<file path="src/rtl/mdu_pkg.sv">
// rtl/mdu_pkg.sv - shared encodings for the multiply/divide sequencer
package mdu_pkg;

    typedef enum logic [1:0] {
        S_IDLE = 2'd0,
        S_RUN  = 2'd1,
        S_DONE = 2'd2
    } mdu_state_t;

    localparam logic [1:0] ALU_AND = 2'b00;
    localparam logic [1:0] ALU_OR  = 2'b01;
    localparam logic [1:0] ALU_ADD = 2'b10;
    localparam logic [1:0] ALU_SLT = 2'b11;

    localparam logic OP_MULU = 1'b0;
    localparam logic OP_DIVU = 1'b1;

    localparam int ITER = 16;

    // Carry into each bit position given per-bit generate/propagate and carry-in.
    function automatic logic [15:0] carry_chain(input logic [15:0] gi,
                                                input logic [15:0] pi,
                                                input logic        c0);
        logic [15:0] c;
        c[0] = c0;
        for (int i = 1; i < 16; i++) begin
            c[i] = gi[i-1] | (pi[i-1] & c[i-1]);
        end
        return c;
    endfunction

endpackage

</file>
<file path="src/rtl/alu16bit.sv">
// rtl/alu16bit.sv - 16-bit carry-lookahead ALU with group generate/propagate outputs
module alu16bit
    import mdu_pkg::*;
(
    input  logic [15:0] a,
    input  logic [15:0] b,
    input  logic        a_invert,
    input  logic        b_invert,
    input  logic        cin,
    input  logic        less,
    input  logic [1:0]  operation,
    output logic [15:0] result,
    output logic        g,
    output logic        p
);

    logic [15:0] aa;
    logic [15:0] bb;
    logic [15:0] gi;
    logic [15:0] pi;
    logic [15:0] c_sum;
    logic [15:0] c_grp;

    always_comb begin
        aa    = a_invert ? ~a : a;
        bb    = b_invert ? ~b : b;
        gi    = aa & bb;
        pi    = aa | bb;
        c_sum = carry_chain(gi, pi, cin);
        // Group terms exclude cin so the caller can form cout = g | (p & cin).
        c_grp = carry_chain(gi, pi, 1'b0);
        g     = gi[15] | (pi[15] & c_grp[15]);
        p     = &pi;
        case (operation)
            ALU_AND: result = aa & bb;
            ALU_OR:  result = aa | bb;
            ALU_ADD: result = aa ^ bb ^ c_sum;
            default: result = {15'd0, less};
        endcase
    end

endmodule

</file>
<file path="src/rtl/mdu_seq_ctrl.sv">
// rtl/mdu_seq_ctrl.sv - iterative 16x16 unsigned multiply / divide sequencer
module mdu_seq_ctrl
    import mdu_pkg::*;
#(
    parameter int               WIDTH    = 16,
    parameter logic [WIDTH-1:0] DBZ_QUOT = 16'hFFFF
) (
    input  logic             clk_i,
    input  logic             rst_i,
    input  logic             start_i,
    input  logic             op_i,
    input  logic [WIDTH-1:0] a_i,
    input  logic [WIDTH-1:0] b_i,
    output logic             busy_o,
    output logic             done_o,
    output logic [WIDTH-1:0] hi_o,
    output logic [WIDTH-1:0] lo_o,
    output logic             dbz_o
);

    mdu_state_t state;
    logic [3:0]  cnt;
    logic        op;
    logic [15:0] h;
    logic [15:0] l;
    logic [15:0] m;

    logic [15:0] rs;
    logic [15:0] alu_a;
    logic [15:0] alu_y;
    logic        alu_cin;
    logic        alu_g;
    logic        alu_p;
    logic        cout;
    logic [15:0] h_nxt;
    logic [15:0] l_nxt;

    assign rs      = {h[14:0], l[15]};
    assign alu_a   = (op == OP_DIVU) ? rs : h;
    assign alu_cin = (op == OP_DIVU);
    assign cout    = alu_g | (alu_p & alu_cin);

    alu16bit u_alu (
        .a         (alu_a),
        .b         (m),
        .a_invert  (1'b0),
        .b_invert  (alu_cin),
        .cin       (alu_cin),
        .less      (1'b0),
        .operation (ALU_ADD),
        .result    (alu_y),
        .g         (alu_g),
        .p         (alu_p)
    );

    // Shift-add for multiply, restoring shift-subtract for divide; h[15] is the 17th remainder bit.
    always_comb begin
        h_nxt = h;
        l_nxt = l;
        if (op == OP_MULU) begin
            if (l[0]) begin
                h_nxt = {cout, alu_y[15:1]};
                l_nxt = {alu_y[0], l[15:1]};
            end else begin
                h_nxt = {1'b0, h[15:1]};
                l_nxt = {h[0], l[15:1]};
            end
        end else begin
            if (h[15] | cout) begin
                h_nxt = alu_y;
                l_nxt = {l[14:0], 1'b1};
            end else begin
                h_nxt = rs;
                l_nxt = {l[14:0], 1'b0};
            end
        end
    end

    always_ff @(posedge clk_i) begin
        if (rst_i) begin
            state  <= S_IDLE;
            cnt    <= 4'd0;
            op     <= OP_MULU;
            h      <= 16'd0;
            l      <= 16'd0;
            m      <= 16'd0;
            busy_o <= 1'b0;
            done_o <= 1'b0;
            hi_o   <= '0;
            lo_o   <= '0;
            dbz_o  <= 1'b0;
        end else begin
            done_o <= 1'b0;
            case (state)
                S_IDLE: begin
                    if (start_i) begin
                        op     <= op_i;
                        cnt    <= 4'd0;
                        h      <= 16'd0;
                        busy_o <= 1'b1;
                        if (op_i == OP_DIVU) begin
                            l <= a_i;
                            m <= b_i;
                        end else begin
                            l <= b_i;
                            m <= a_i;
                        end
                        if (op_i == OP_DIVU && b_i == '0) begin
                            state  <= S_DONE;
                            h      <= a_i;
                            l      <= DBZ_QUOT;
                            hi_o   <= a_i;
                            lo_o   <= DBZ_QUOT;
                            dbz_o  <= 1'b1;
                            done_o <= 1'b1;
                        end else begin
                            state <= S_RUN;
                        end
                    end
                end
                S_RUN: begin
                    h   <= h_nxt;
                    l   <= l_nxt;
                    cnt <= cnt + 4'd1;
                    if (cnt == 4'(ITER - 1)) begin
                        state  <= S_DONE;
                        hi_o   <= h_nxt;
                        lo_o   <= l_nxt;
                        dbz_o  <= 1'b0;
                        done_o <= 1'b1;
                    end
                end
                S_DONE: begin
                    state  <= S_IDLE;
                    busy_o <= 1'b0;
                end
                default: begin
                    state  <= S_IDLE;
                    busy_o <= 1'b0;
                end
            endcase
        end
    end

endmodule

</file>
<file path="config.mk">
export PLATFORM = sky130hd
export DESIGN_NAME = mdu_seq_ctrl
export DESIGN_NICKNAME = d
export VERILOG_FILES = /design/src/rtl/mdu_pkg.sv /design/src/rtl/alu16bit.sv /design/src/rtl/mdu_seq_ctrl.sv
export SDC_FILE = /design/constraint.sdc
export NUM_CORES = 1
export LEC_CHECK = 0
export ABC_AREA = 1
export BUFFER_PORTS_ARGS = -buffer_cell sky130_fd_sc_hd__buf_2
export CAP_MARGIN = 20
export CORE_ASPECT_RATIO = 1.4
export CORE_MARGIN = 3
export CORE_UTILIZATION = 40
export DETAILED_ROUTE_END_ITERATION = 8
export SLEW_MARGIN = 10
export SYNTH_ARGS = -nofsm -noshare
export SYNTH_HDL_FRONTEND = slang
export SYNTH_HIERARCHICAL = 1
export SYNTH_SLANG_ARGS = --single-unit
</file>
<file path="constraint.sdc">
create_clock -name clk_i -period 7.2 [get_ports clk_i]
set_input_delay 0.72 -clock clk_i [delete_from_list [all_inputs] [get_ports clk_i]]
set_output_delay 0.72 -clock clk_i [all_outputs]
set_load 0.01 [all_outputs]
</file>
* After elaboration in Yosys (flattened, before gate mapping) *
Cells that the tools add are included.

storage, ports and cells
  bits in registers = 90
  input port bits = 36
  word-level logic and storage cells = 136

operators by class
  add/sub/neg operators = 1
  equality and inequality tests = 5
  mux-type cells = 40
  bitwise logic cells = 69
  reductions and logical operators = 10

operators by type and width
  cell                                                                    number
  16-bit two-way mux                                                      19
  16-bit one-hot mux with 2 select lines                                  4
  1-bit bitwise OR                                                        32
  16-bit XOR                                                              2
  1-bit AND                                                               31
  16-bit AND                                                              1
  16-bit zero test                                                        1
  16-bit NOT                                                              1
  16-bit bitwise OR                                                       1
  16-bit AND reduction                                                    1
  1-bit two-way mux                                                       8
  4-bit one-hot mux with 2 select lines                                   1
  2-bit AND reduction                                                     4
  2-bit two-way mux                                                       3
  2-bit != test (second input constant)                                   3
  1-bit one-hot mux with 2 select lines                                   3
  4-bit by 1-bit adder with 4-bit output (second input constant)          1
  4-bit equality test (second input constant)                             1
  4-bit two-way mux                                                       1
  2-bit one-hot mux with 2 select lines                                   1
  4-bit AND reduction                                                     1
  2-bit by 1-bit equality test with 1-bit output (second input constant)  1
  2-bit zero test                                                         1
  2-bit nonzero test                                                      1
  2 further kinds                                                         2

* Logic depth before layout (Yosys ltp) *
  depth in word-level cells = 39
  depth in mapped cells = 34

* By module *
The synthesis kept the hierarchy.

by module, submodules not included
  module        instances  cells an instance  area each (um^2)  seq. area each (um^2)
  mdu_seq_ctrl  1          924                5519.0            1801.7
  alu16bit      1          209                1609.0            0.0

* Worst setup path after synthesis *
Ideal clock, no wire load.

  kind = reg2reg
  start point = reg op (netlist: alu_cin)
  end point = reg hi_o[13]
  library setup time = 111 ps
  arrival = 7178 ps
  data required time = 7089 ps
  slack = -90 ps
  stages on the path, launching flop included = 35
  clock period less this slack = 7290 ps
  cells stage by stage = dfxtp_1 -> buf_2 -> clkbuf_1 -> clkbuf_1 -> nand2_1 -> o21ai_0 -> xnor2_1 -> inv_1 -> fa_1 -> inv_1 -> fa_1 -> fa_1 -> fa_1 -> fa_1 -> fa_1 -> fa_1 -> fa_1 -> fa_1 -> fa_1 -> fa_1 -> fa_1 -> inv_1 -> fa_1 -> fa_1 -> fa_1 -> nand2_1 -> o211ai_1 -> inv_1 -> a21oi_1 -> o21ai_0 -> nand2_1 -> nand2_1 -> nand2_1 -> nor2_1 -> nor2_1

between the ends
  elaborated cells on any way between the ends = 73

RTL lines
  element                                   line                 source
  start: declaration                        mdu_seq_ctrl.sv:23   logic op;
  start signal: assignment                  mdu_seq_ctrl.sv:97   op <= op_i;
  16-bit two-way mux *                      mdu_seq_ctrl.sv:39   assign alu_a = (op == OP_DIVU) ? rs : h;
  named net alu_a[0]                        mdu_seq_ctrl.sv:29   logic [15:0] alu_a;
  16-bit bitwise OR                         alu16bit.sv:28       pi = aa | bb;
  1-bit AND                                 mdu_pkg.sv:27        c[i] = gi[i-1] | (pi[i-1] & c[i-1]);
  1-bit bitwise OR *                        mdu_pkg.sv:27
  1-bit AND *                               mdu_pkg.sv:27
  1-bit bitwise OR *                        mdu_pkg.sv:27
  1-bit AND *                               mdu_pkg.sv:27
  (+21 left out)                            --
  1-bit AND *                               mdu_pkg.sv:27
  1-bit bitwise OR *                        mdu_pkg.sv:27
  16-bit XOR *                              alu16bit.sv:37       ALU_ADD: result = aa ^ bb ^ c_sum;
  named net alu_y[14]                       mdu_seq_ctrl.sv:30   logic [15:0] alu_y;
  16-bit two-way mux *                      mdu_seq_ctrl.sv:61   if (l[0]) begin
  16-bit two-way mux *                      mdu_seq_ctrl.sv:60   if (op == OP_MULU) begin
  16-bit two-way mux *                      mdu_seq_ctrl.sv:125  if (cnt == 4'(ITER - 1)) begin
  16-bit one-hot mux with 2 select lines *  mdu_seq_ctrl.sv:94   case (state)
  end signal: assignment                    mdu_seq_ctrl.sv:112  hi_o <= a_i;
  end signal: assignment                    mdu_seq_ctrl.sv:127  hi_o <= h_nxt;
  end: declaration                          mdu_seq_ctrl.sv:16   output logic [WIDTH-1:0] hi_o,

Mark *: on every way through the listed nets, which the timed path passes. The rest lies on a longest branch. The select of a mux whose other input is x is not followed.
A chain may end at the register's enable or synchronous reset.

* Worst setup path after layout *
  start point = reg op (netlist: alu_cin)
  end point = reg h[13]

between the ends
  elaborated cells on any way between the ends = 72

RTL lines
  element                                       line                                source
  16-bit two-way mux, on equally long branches  mdu_seq_ctrl.sv:39, alu16bit.sv:26
  16-bit bitwise OR                             alu16bit.sv:28
  1-bit AND                                     mdu_pkg.sv:27
  1-bit bitwise OR                              mdu_pkg.sv:27
  1-bit AND                                     mdu_pkg.sv:27
  1-bit bitwise OR                              mdu_pkg.sv:27
  1-bit AND                                     mdu_pkg.sv:27
  1-bit bitwise OR                              mdu_pkg.sv:27
  (+19 left out)                                --
  1-bit bitwise OR                              mdu_pkg.sv:27
  1-bit AND                                     mdu_pkg.sv:27
  1-bit bitwise OR                              mdu_pkg.sv:27
  16-bit XOR *                                  alu16bit.sv:37
  named net alu_y[14]                           mdu_seq_ctrl.sv:30
  16-bit two-way mux *                          mdu_seq_ctrl.sv:61
  16-bit two-way mux *                          mdu_seq_ctrl.sv:60
  16-bit one-hot mux with 2 select lines *      mdu_seq_ctrl.sv:94
  end signal: assignment                        mdu_seq_ctrl.sv:110                 h <= a_i;
  end signal: assignment                        mdu_seq_ctrl.sv:122                 h <= h_nxt;
  end: declaration                              mdu_seq_ctrl.sv:24                  logic [15:0] h;

Mark *: on every way through the listed nets, which the timed path passes. The rest lies on a longest branch.

==> summary.md <==
| Metric | Value |
|---|---|
| Critical path data arrival time | 7.10 ns |
| Critical path fanouts, max | 9 |
| Synth warn | 6 |
| P per Cell Area | around 200 nW/µm² |
| Leakage | between 4 and 5 nW |
| End of the worst register-to-register path | h[13]$_SDFFE_PP0P_ |
| Largest cells by area after synthesis | dfxtp_1 (25%), nand2_1 (14%), inv_1 (9.0%), nand3_1 (7.4%), o21ai_0 (6.5%) |
| Largest net degree at the start of global routing | 82 |
| Fin. Hold Viols | 0 |
| Num rows | 57 |
| Max-cap viol count | 0 |
| # clock sinks | 90 |
| Crit path from | alu_cin$_SDFFE_PP0P_ |
| Synth area leader | dfxtp_1 |
| Hpwl dp | 16400 µm |
| CTS Buf Count | 9 |
| Worst Path Required | between 7 and 8 ns |
| Top FF cell, synth | dfxtp_1 |
| Area delta synth->final | 10.4% |
| Wirelength per Cell | 15.6 µm |
| Initial antenna violation count | 0 |
| Total Wirelength | ~22000 µm |
| Reg2Reg Depth | 30 |
| Worst slew pin tran | 0.904 ns |
| Slowest cell on the critical path | fa_1 |
| Setup slack, reg-to-reg | 0.34 ns |
| Vias per inst | 5.02 |
| Slew headroom | 39.6% |
| Worst Hold Class | flop to flop |
| CTS H-tree depth | 3 |
| Hold WS | 0.464 ns |
| Largest stage delay, worst path | around 0.40 ns |
| Critical path endpoint | h[13]$_SDFFE_PP0P_ |
| Core ar. | 17400 µm² |
| DIE WIDTH | ~120 µm |
| Clk slew on worst S/H paths | 0.07 ns |
| Critical path class | flop to flop |
| Register area share after synthesis | between 20% and 30% |
| First-pass GRT wire length | about 35000 µm |
| Overall routing resource usage | between 20 and 25% |
| Vias in the first global route | between 6000 and 7000 |
| Post-synth top area share | about a quarter |
| Synth Instances | 1133 |
| Unrepaired setup endpoints after global routing | false |
| Final Max Tran Viols | 0 |
| Drt first pass iters | 5 |
| Final period utilization | between 90% and 100% |
| Top cells by count, synth | nand2_1 (273), inv_1 (171), nand3_1 (106), nor2_1 (93), o21ai_0 (93) |
| Crit path top cell by count | fa_1 |
| Die Y | 164 µm |
| I/O pin count | 71 |
| Most common cell in the netlist | nand2_1 |
| Final GP Congestion | 0.928 |
| Layout Nets | about 1200 |
| Peak supply drop | 134 µV |
| Proportion of layout cells with a drive suffix above 1 | 10.4% |
| Post-route DRC | 0 |
| # setup viols final | 0 |
| Final min period | ~6.9 ns |
| Clock root buffer | clkbuf_16 |
| CTS tree | done |
| Syn Area/Cell | around 6.3 µm² |
| Fmax | 146 MHz |
| Grt ovf | 0 |
| Post-synthesis register bit count | 90 |
| Antenna Violating Nets Remaining | 0 |
| Status | completed |
| Clock Path Buffers | 2 |
| Vias | 7041 |
| Post-synth cell types | 38 |
| DIE AREA | 19500 µm² |
| Post-synth EDFFs | 0 |
| Initial DRC Count | 484 |
| Worst R2R Start | alu_cin$_SDFFE_PP0P_ |
| Initial Util | between 40 and 50% |
| Clock Latency Late Sink | 0.35 ns |
| Port bufs | 70 |
| Post-synthesis cell area | around 7100 µm² |
| # diodes | 0 |
| Worst Clk Skew | 0.0115 ns |
| Asr flop ratio synth | 0% |
| CP startpoint kind | flop |
| Setup TNS | 0 ns |
| Nature of the critical path endpoint | flop |
-- repair_timing --
action                                  CTS  global route
gates resized for setup                   0             6
buffers inserted                          0             0
endpoints found under the hold margin     0             0
endpoints found under the setup margin    0             7
hold buffers                              0             0
-- critical path, delay by kind of cell (launching register included) --
family,cells,cell delay [ns]
AND/OR/NAND/NOR,5,0.41
flip-flops,1,0.37
AO/OA/AOI/OAI,3,0.24
buffers and inverters,6,0.51
adder cells (fa/ha/maj),15,5.06
XOR/XNOR,1,0.15
-- flip-flops by register name, summed over array words and instances, names as in the netlist --
signal / cells
alu_cin: 1
busy_o: 1
cnt: 4
dbz_o: 1
done_o: 1
h: 16
hi_o: 16
l: 16
lo_o: 16
m: 16
state: 2
-- how the worst min path moves through the flow --
| stage | start | end | slack [ns] | cells past startpoint |
|---|---|---|---|---|
| after global routing | lo_o[8]$_SDFFE_PP0P_ | lo_o[8]$_SDFFE_PP0P_ | 0.49 | 2 |
| after detailed placement | lo_o[2]$_SDFFE_PP0P_ | lo_o[2]$_SDFFE_PP0P_ | 0.45 | 2 |
| after CTS | lo_o[4]$_SDFFE_PP0P_ | lo_o[4]$_SDFFE_PP0P_ | 0.47 | 2 |
| after global placement | lo_o[12]$_SDFFE_PP0P_ | lo_o[12]$_SDFFE_PP0P_ | 0.44 | 2 |
| after floorplan | cnt[0]$_SDFFE_PP0P_ | cnt[0]$_SDFFE_PP0P_ | 0.45 | 1 |
| final | lo_o[11]$_SDFFE_PP0P_ | lo_o[11]$_SDFFE_PP0P_ | 0.46 | 2 |
-- layer usage --
metal  wire length [µm]  track usage, %  up-vias
li1                   -               -     3620
met1               8960            26.2     3234
met2              11200            42.0      151
met3                722            1.83       36
met4                987            10.6        0
met5                  0               0        -
-- cell families (layout without fill, tap and decap cells) --
group                    count (synthesis)  in the layout  synth area share [%]
AO/OA/AOI/OAI                          204            204                  16.1
XOR/XNOR                                33             33                  4.05
AND/OR/NAND/NOR                        511            511                  30.7
adder cells (fa/ha/maj)                 48             48                  10.0
buffers and inverters                  245            272                  13.7
flip-flops                              90             90                  25.3
other                                    2              9                 0.105
-- metrics by stage --
stage	power [mW]	cells	utilization, %	instance area, µm²	worst slack [ns]
6_report	1.55	1403	45.2	7870	0.344
5_1_grt	1.65	1403	45.2	7870	0.0486
4_1_cts	1.56	1403	45.2	7860	0.194
3_5_place_dp	1.08	1387	43.4	7560	0.215
3_3_place_gp	1.08	1387	43.4	7560	0.251
2_1_floorplan	0.945	1140	-	7160	0.0778
-- power by group --
part	switching, mW	internal [mW]	leakage, nW	total (mW)
clock network	0.219	0.258	0.145	0.477
registers	0.0243	0.526	0.736	0.550
logic	0.345	0.178	3.23	0.523
total	0.588	0.962	4.11	1.55
-- cell usage in the layout (no fill, tap or decap), types with 4 or more instances in the layout --
cell type / n
nor2_2: 6
inv_1: 171
xnor2_1: 29
clkbuf_16: 9
fa_1: 12
dfxtp_1: 89
nor2_1: 93
xor2_1: 4
a21oi_1: 60
nand3_1: 106
o21ai_0: 91
conb_1: 9
a21boi_0: 12
buf_4: 7
o21bai_1: 16
inv_2: 7
nand4_1: 18
buf_2: 70
nand2_1: 273
o21ai_1: 6
ha_1: 33
o221ai_1: 12
-- area by class of cell --
class | instances | area, µm²
timing repair buffer | 77 | 403
clock inverter | 5 | 50.0
fill | 1973 | 9530
inverter | 179 | 674
sequential | 90 | 1810
multi-input combinational | 805 | 4390
clock buffer | 11 | 253
tap | 236 | 295
Power figures use the tool's default switching activity.
